## src/rtl/alu_pkg.sv

```systemverilog
// Shared ALU definitions: opcode encoding, width defaults and the
// scheduler state encoding used by alu_sched.
package alu_pkg;

    localparam int XLEN_DEF = 32;
    localparam int OPW_DEF  = 8;

    // RV32I ALU opcode encoding; anything above ALU_OP_LAST is illegal
    localparam logic [7:0] ALU_ADD     = 8'd0;
    localparam logic [7:0] ALU_SUB     = 8'd1;
    localparam logic [7:0] ALU_AND     = 8'd2;
    localparam logic [7:0] ALU_OR      = 8'd3;
    localparam logic [7:0] ALU_XOR     = 8'd4;
    localparam logic [7:0] ALU_SLL     = 8'd5;
    localparam logic [7:0] ALU_SLT     = 8'd6;
    localparam logic [7:0] ALU_SLTU    = 8'd7;
    localparam logic [7:0] ALU_SRA     = 8'd8;
    localparam logic [7:0] ALU_SRL     = 8'd9;
    localparam logic [7:0] ALU_OP_LAST = 8'd9;

    typedef enum logic [1:0] {
        ST_IDLE = 2'd0,
        ST_EXEC = 2'd1,
        ST_RESP = 2'd2
    } sched_state_t;

endpackage

```

## src/rtl/alu_sched_rr_arb2.sv

```systemverilog
// Two-way round-robin arbiter. A lone request always wins; when both
// ports request, prio names the winner. The priority state itself lives
// in the instantiating scheduler.
module rr_arb2 (
    input  logic [1:0] req,
    input  logic       prio,
    output logic [1:0] grant
);

    // One-hot (or zero) grant from the request pair and tie-break bit
    always_comb begin
        grant = 2'b00;
        case (req)
            2'b01: grant = 2'b01;
            2'b10: grant = 2'b10;
            2'b11: begin
                if (prio) begin
                    grant = 2'b10;
                end else begin
                    grant = 2'b01;
                end
            end
            default: grant = 2'b00;
        endcase
    end

endmodule

```

## src/rtl/alu_sched.sv

```systemverilog
// Shares one combinational ALU between the execute stage (port 0) and the
// address/branch-compare unit (port 1). One operation is in flight at a
// time: accept in IDLE, evaluate the ALU in EXEC, hold the result in RESP
// until the owning port takes it.
module alu_sched
    import alu_pkg::*;
#(
    parameter int XLEN = XLEN_DEF,
    parameter int OPW  = OPW_DEF
) (
    input  logic            clk,
    input  logic            rst,

    input  logic            req0_valid,
    output logic            req0_ready,
    input  logic [OPW-1:0]  req0_op,
    input  logic [XLEN-1:0] req0_a,
    input  logic [XLEN-1:0] req0_b,
    output logic            rsp0_valid,
    input  logic            rsp0_ready,
    output logic [XLEN-1:0] rsp0_result,

    input  logic            req1_valid,
    output logic            req1_ready,
    input  logic [OPW-1:0]  req1_op,
    input  logic [XLEN-1:0] req1_a,
    input  logic [XLEN-1:0] req1_b,
    output logic            rsp1_valid,
    input  logic            rsp1_ready,
    output logic [XLEN-1:0] rsp1_result,

    output logic [OPW-1:0]  alu_opcode,
    output logic [XLEN-1:0] alu_imm1,
    output logic [XLEN-1:0] alu_imm2,
    input  logic [XLEN-1:0] alu_result
);

    sched_state_t    state_r;
    sched_state_t    state_nxt_s;

    logic [OPW-1:0]  op_q;
    logic [XLEN-1:0] a_q;
    logic [XLEN-1:0] b_q;
    logic [XLEN-1:0] res_q;
    logic            owner_q;
    logic            prio_q;

    logic [1:0]      grant_s;
    logic            hs_s;
    logic            rsp_fire_s;
    logic            op_legal_s;
    logic [OPW-1:0]  sel_op_s;
    logic [XLEN-1:0] sel_a_s;
    logic [XLEN-1:0] sel_b_s;

    rr_arb2 u_arb (
        .req   ({req1_valid, req0_valid}),
        .prio  (prio_q),
        .grant (grant_s)
    );

    // Grant is only offered while idle; the winner sees ready this cycle
    assign req0_ready = (state_r == ST_IDLE) && grant_s[0];
    assign req1_ready = (state_r == ST_IDLE) && grant_s[1];
    assign hs_s       = (state_r == ST_IDLE) && (grant_s != 2'b00);

    // Payload of the granted port
    assign sel_op_s = grant_s[1] ? req1_op : req0_op;
    assign sel_a_s  = grant_s[1] ? req1_a  : req0_a;
    assign sel_b_s  = grant_s[1] ? req1_b  : req0_b;

    // Out-of-range opcodes complete with a zero result regardless of the ALU
    assign op_legal_s = (op_q <= OPW'(ALU_OP_LAST));

    // Shared ALU is driven from the captured operands only
    assign alu_opcode = op_q;
    assign alu_imm1   = a_q;
    assign alu_imm2   = b_q;

    // Only the owner's valid qualifies the common result bus
    assign rsp0_valid  = (state_r == ST_RESP) && !owner_q;
    assign rsp1_valid  = (state_r == ST_RESP) &&  owner_q;
    assign rsp0_result = res_q;
    assign rsp1_result = res_q;

    // Response is consumed when the owning port's consumer is ready
    always_comb begin
        rsp_fire_s = 1'b0;
        if (owner_q) begin
            rsp_fire_s = rsp1_valid && rsp1_ready;
        end else begin
            rsp_fire_s = rsp0_valid && rsp0_ready;
        end
    end

    // Scheduler next-state: IDLE -> EXEC -> RESP -> IDLE
    always_comb begin
        state_nxt_s = state_r;
        case (state_r)
            ST_IDLE: begin
                if (hs_s) begin
                    state_nxt_s = ST_EXEC;
                end else begin
                    state_nxt_s = ST_IDLE;
                end
            end
            ST_EXEC: state_nxt_s = ST_RESP;
            ST_RESP: begin
                if (rsp_fire_s) begin
                    state_nxt_s = ST_IDLE;
                end else begin
                    state_nxt_s = ST_RESP;
                end
            end
            default: state_nxt_s = ST_IDLE;
        endcase
    end

    // State register; reset drops any in-flight operation
    always_ff @(posedge clk or posedge rst) begin
        if (rst) begin
            state_r <= ST_IDLE;
        end else begin
            state_r <= state_nxt_s;
        end
    end

    // Operand capture on handshake, result capture in EXEC, tie-break update
    always_ff @(posedge clk or posedge rst) begin
        if (rst) begin
            op_q    <= {OPW{1'b0}};
            a_q     <= {XLEN{1'b0}};
            b_q     <= {XLEN{1'b0}};
            res_q   <= {XLEN{1'b0}};
            owner_q <= 1'b0;
            prio_q  <= 1'b0;
        end else begin
            if (hs_s) begin
                op_q    <= sel_op_s;
                a_q     <= sel_a_s;
                b_q     <= sel_b_s;
                owner_q <= grant_s[1];
                prio_q  <= ~grant_s[1];
            end
            if (state_r == ST_EXEC) begin
                res_q <= op_legal_s ? alu_result : {XLEN{1'b0}};
            end
        end
    end

endmodule
```

## config.mk

```make
export PLATFORM = sky130hd
export DESIGN_NAME = alu_sched
export DESIGN_NICKNAME = d
export VERILOG_FILES = /design/src/rtl/alu_pkg.sv /design/src/rtl/alu_sched_rr_arb2.sv /design/src/rtl/alu_sched.sv
export SDC_FILE = /design/constraint.sdc
export NUM_CORES = 1
export LEC_CHECK = 0
export CAP_MARGIN = 40
export CORE_MARGIN = 4
export CORE_UTILIZATION = 38
export CTS_BUF_LIST = sky130_fd_sc_hd__clkbuf_4
export CTS_CLUSTER_SIZE = 40
export DETAILED_ROUTE_END_ITERATION = 7
export PLACE_DENSITY_LB_ADDON = 0.2
export RECOVER_POWER = 100
export SLEW_MARGIN = 10
export SYNTH_ARGS = -nofsm -noshare
export SYNTH_HDL_FRONTEND = slang
export SYNTH_SLANG_ARGS = --single-unit
```

## constraint.sdc

```tcl
create_clock -name clk -period 3.4 [get_ports clk]
set_input_delay 0.34 -clock clk [delete_from_list [all_inputs] [get_ports clk]]
set_output_delay 0.34 -clock clk [all_outputs]
set_load 0.02 [all_outputs]
```

==> impl_metrics.toml <==
[synthesis]
synth-seq-cells = 108
netlist_area_um2 = 5100
syn_inst = 519
synth_mux_area_share_pct = 0.221
synth_area_leaders = "dfrtp_1 53%, a221o_1 8.0%, o21ai_0 6.5%"
synth-edff-count = 0
synthAdderAreaFrac_pct = 0
synth_cell_types = 23
synth_top_family_by_area = "compound AO/OA/AOI/OAI gates"
ys_seq_area_share_pct = 53.0
synthArstFlopShare_pct = 100
postSynthAreaPerCell_um2 = 9.83
yosys.area_share.simple_pct = 9.37
synth_top_area_share_pct = 53.0
synth_ff_type = "dfrtp_1"
synth_fp_nets = 701
yosys_warnings = 0
synthXorXnorAreaFrac_pct = 0
synth_compound_area_share_pct = 27.5
yosysTopAreaCell = "dfrtp_1"

[worst_setup_path]
rr_worst_depth = 4
r2r-end = "alu_opcode[0]"
start_kind = "flop"
critPathKind = "flop to flop"
arrival_ns = 3.21
cp_max_fo = 45
ff2ff_setup_slack_ns = 0.51
required_ns = 3.72
crit_start = "state_r[0]"
rr_startpoint = "state_r[0]"
cp-end-kind = "flop"

[place]
post_dp_cell_area_um2 = 8180
io_buffers = 321
place_inst = 941
hpwl_um = 13600
gp_congestion = 0.850

[detailed_routing]
wl_met1_um = 7120
viasPerCell = 5.40
ant_nets = 0
dr.pass1.iters = 5
wl_um = 18500
met3_length_um = 1670
drc_errors = 0
route.top_layer_used = "met4"
wire_per_inst_um = 19.4
wl_met2_um = 9080
via_count = 5174
first_iter_violations = 320

[grt]
grt_pass1_wl_um = 28000
overflow = 0
grtUsageTotal_pct = 23.5
antenna_found_initial = 1
grt_max_degree = 58
grt_pass1_vias = 5174

[die]
die_h_um = 124
row_count = 42
design.core.area_um2 = 13200
die_area_um2 = 15300
initial_core_util_pct = 38.7
fp.dieW_um = 124
io-pin-count = 322

[timing]
rsz0062_at_grt = "false"
skew_ns = 0.0219
setup_tns_ns = 0
max_freq_ghz = 0.345
hold_viol_final = 0
worst_slew_pin_slew_ns = 2.32
setup_violations = 0
min_period_ns = 2.89
slew_headroom_pct = -55.2
period_share_pct = 85.1
maxSlewViolCount = 53

[final_layout]
area_growth_pct = 62.5
design_area_um2 = 8290
fin_cells = 958
drive_gt1_share_pct = 4.10
nets = 958
fill_cells = 1100

[flow_run]
drv_cap = 1

[clock_tree]
cts_setup_buffers = 0
cts_inserted_buffers = 9
cts_tree = "yes"
clock-sinks = 108
post_cts_resized = 0
holdBufCountCts = 0
path_clk_slew_ns = 0.15
clkLatencyLatePin_ns = 0.47
cts_root_buf = "clkbuf_4"
cts_buffer_depth = 2
cts.htree.levels = 3

[min_path]
hold_path_class = "input pin to flop"
min_to = "rsp0_result[14]"
hp-start = "alu_result[14]"
hold_depth = 3

[pwr]
p_leak_nw = 3.53
max-vdd-ir-drop_v = 0.000398
power_density_nw_per_um2 = 716
p_total_mw = 5.94

[run_status]
status = "finished with violations"
violations = "max-capacitance violations, max-slew violations"
==> power by group <==
| group | switching (mW) | leakage [nW] | total [mW] | internal [mW] |
|---|---|---|---|---|
| registers | 0.292 | 1.35 | 2.05 | 1.76 |
| logic | 1.81 | 2.12 | 3.24 | 1.42 |
| clock network | 0.420 | 0.0712 | 0.646 | 0.226 |
==> stage by stage <==
step	util, %	hold slack [ns]	setup slack [ns]
after floorplan	-	0.476	0.214
after global placement	61.7	0.484	0.827
after detailed placement	62.0	0.495	0.756
after CTS	63.0	0.296	0.523
after global routing	62.8	0.389	0.210
final	62.8	0.412	0.505
==> layer usage <==
metal / global-route usage (%) / vias up
met4: 9.90 / 0
met1: 29.8 / 2485
met2: 38.2 / 285
met5: 0 / -
met3: 5.99 / 38
li1: - / 2366
==> registers in the layout, summed over array words and instances, names as in the netlist <==
name         flops
owner_q          1
state_r          2
rsp0_result     32
alu_imm1        32
alu_opcode       8
prio_q           1
alu_imm2        32
==> cell usage after synthesis (all sizes together) (2+ instances only) <==
cell type	number
a31oi	31
nor2	3
nand2b	3
inv	4
nor2b	2
o21ai	66
a221o	41
a21boi	41
dfrtp	108
clkbuf	43
nand3	32
buf	42
nand2	66
a21oi	31
==> critical path: stages (launching register included) <==
cell	delay, ns
dfrtp_1	0.45
nor2_4	0.54
clkbuf_2	0.83
and2_2	0.72
a31oi_1	0.18
==> final cells by class <==
type / count / area, µm² / area share (%)
diodes: 1 / 2.50 / 0.0302
clock buffers: 10 / 75.1 / 0.906
multi-input cells: 322 / 1910 / 23.0
inverters: 4 / 16.3 / 0.196
clock inverters: 6 / 55.1 / 0.664
flip-flops and latches: 108 / 2700 / 32.6
well taps: 176 / 220 / 2.66
repair buffers: 331 / 3310 / 39.9
==> cells in the final DEF, fill, tap and decap left out, types with 2 or more instances in the layout <==
| cell type | count |
|---|---|
| dfrtp_1 | 108 |
| o21ai_0 | 66 |
| a21boi_0 | 41 |
| clkinv_2 | 2 |
| dlygate4sd3_1 | 141 |
| nor2_1 | 2 |
| a21oi_1 | 31 |
| nand2_1 | 66 |
| clkbuf_2 | 2 |
| clkdlybuf4s50_1 | 180 |
| nand2b_1 | 3 |
| a31oi_1 | 31 |
| a221o_1 | 41 |
| buf_4 | 5 |
| inv_1 | 2 |
| nand3_1 | 32 |
| clkinv_1 | 2 |
| nor2b_2 | 2 |
| clkbuf_4 | 11 |
==> how the worst max path moves through the flow <==
stage | end | slack, ns | cells past startpoint
finish | alu_opcode[0] | 0.51 | 4
floorplan | alu_imm1[0] | 0.21 | 1
CTS | req1_ready | 0.52 | 4
global route | rsp0_result[28] | 0.21 | 3
detailed placement | alu_imm2[26] | 0.76 | 5
global placement | alu_imm2[22] | 0.83 | 5
==> kinds of logic after synthesis <==
group / count (synthesis)
compound gates: 211
simple gates: 110
flops: 108
buf+inv: 89
mux: 1
(Power assumes the default switching activity.)
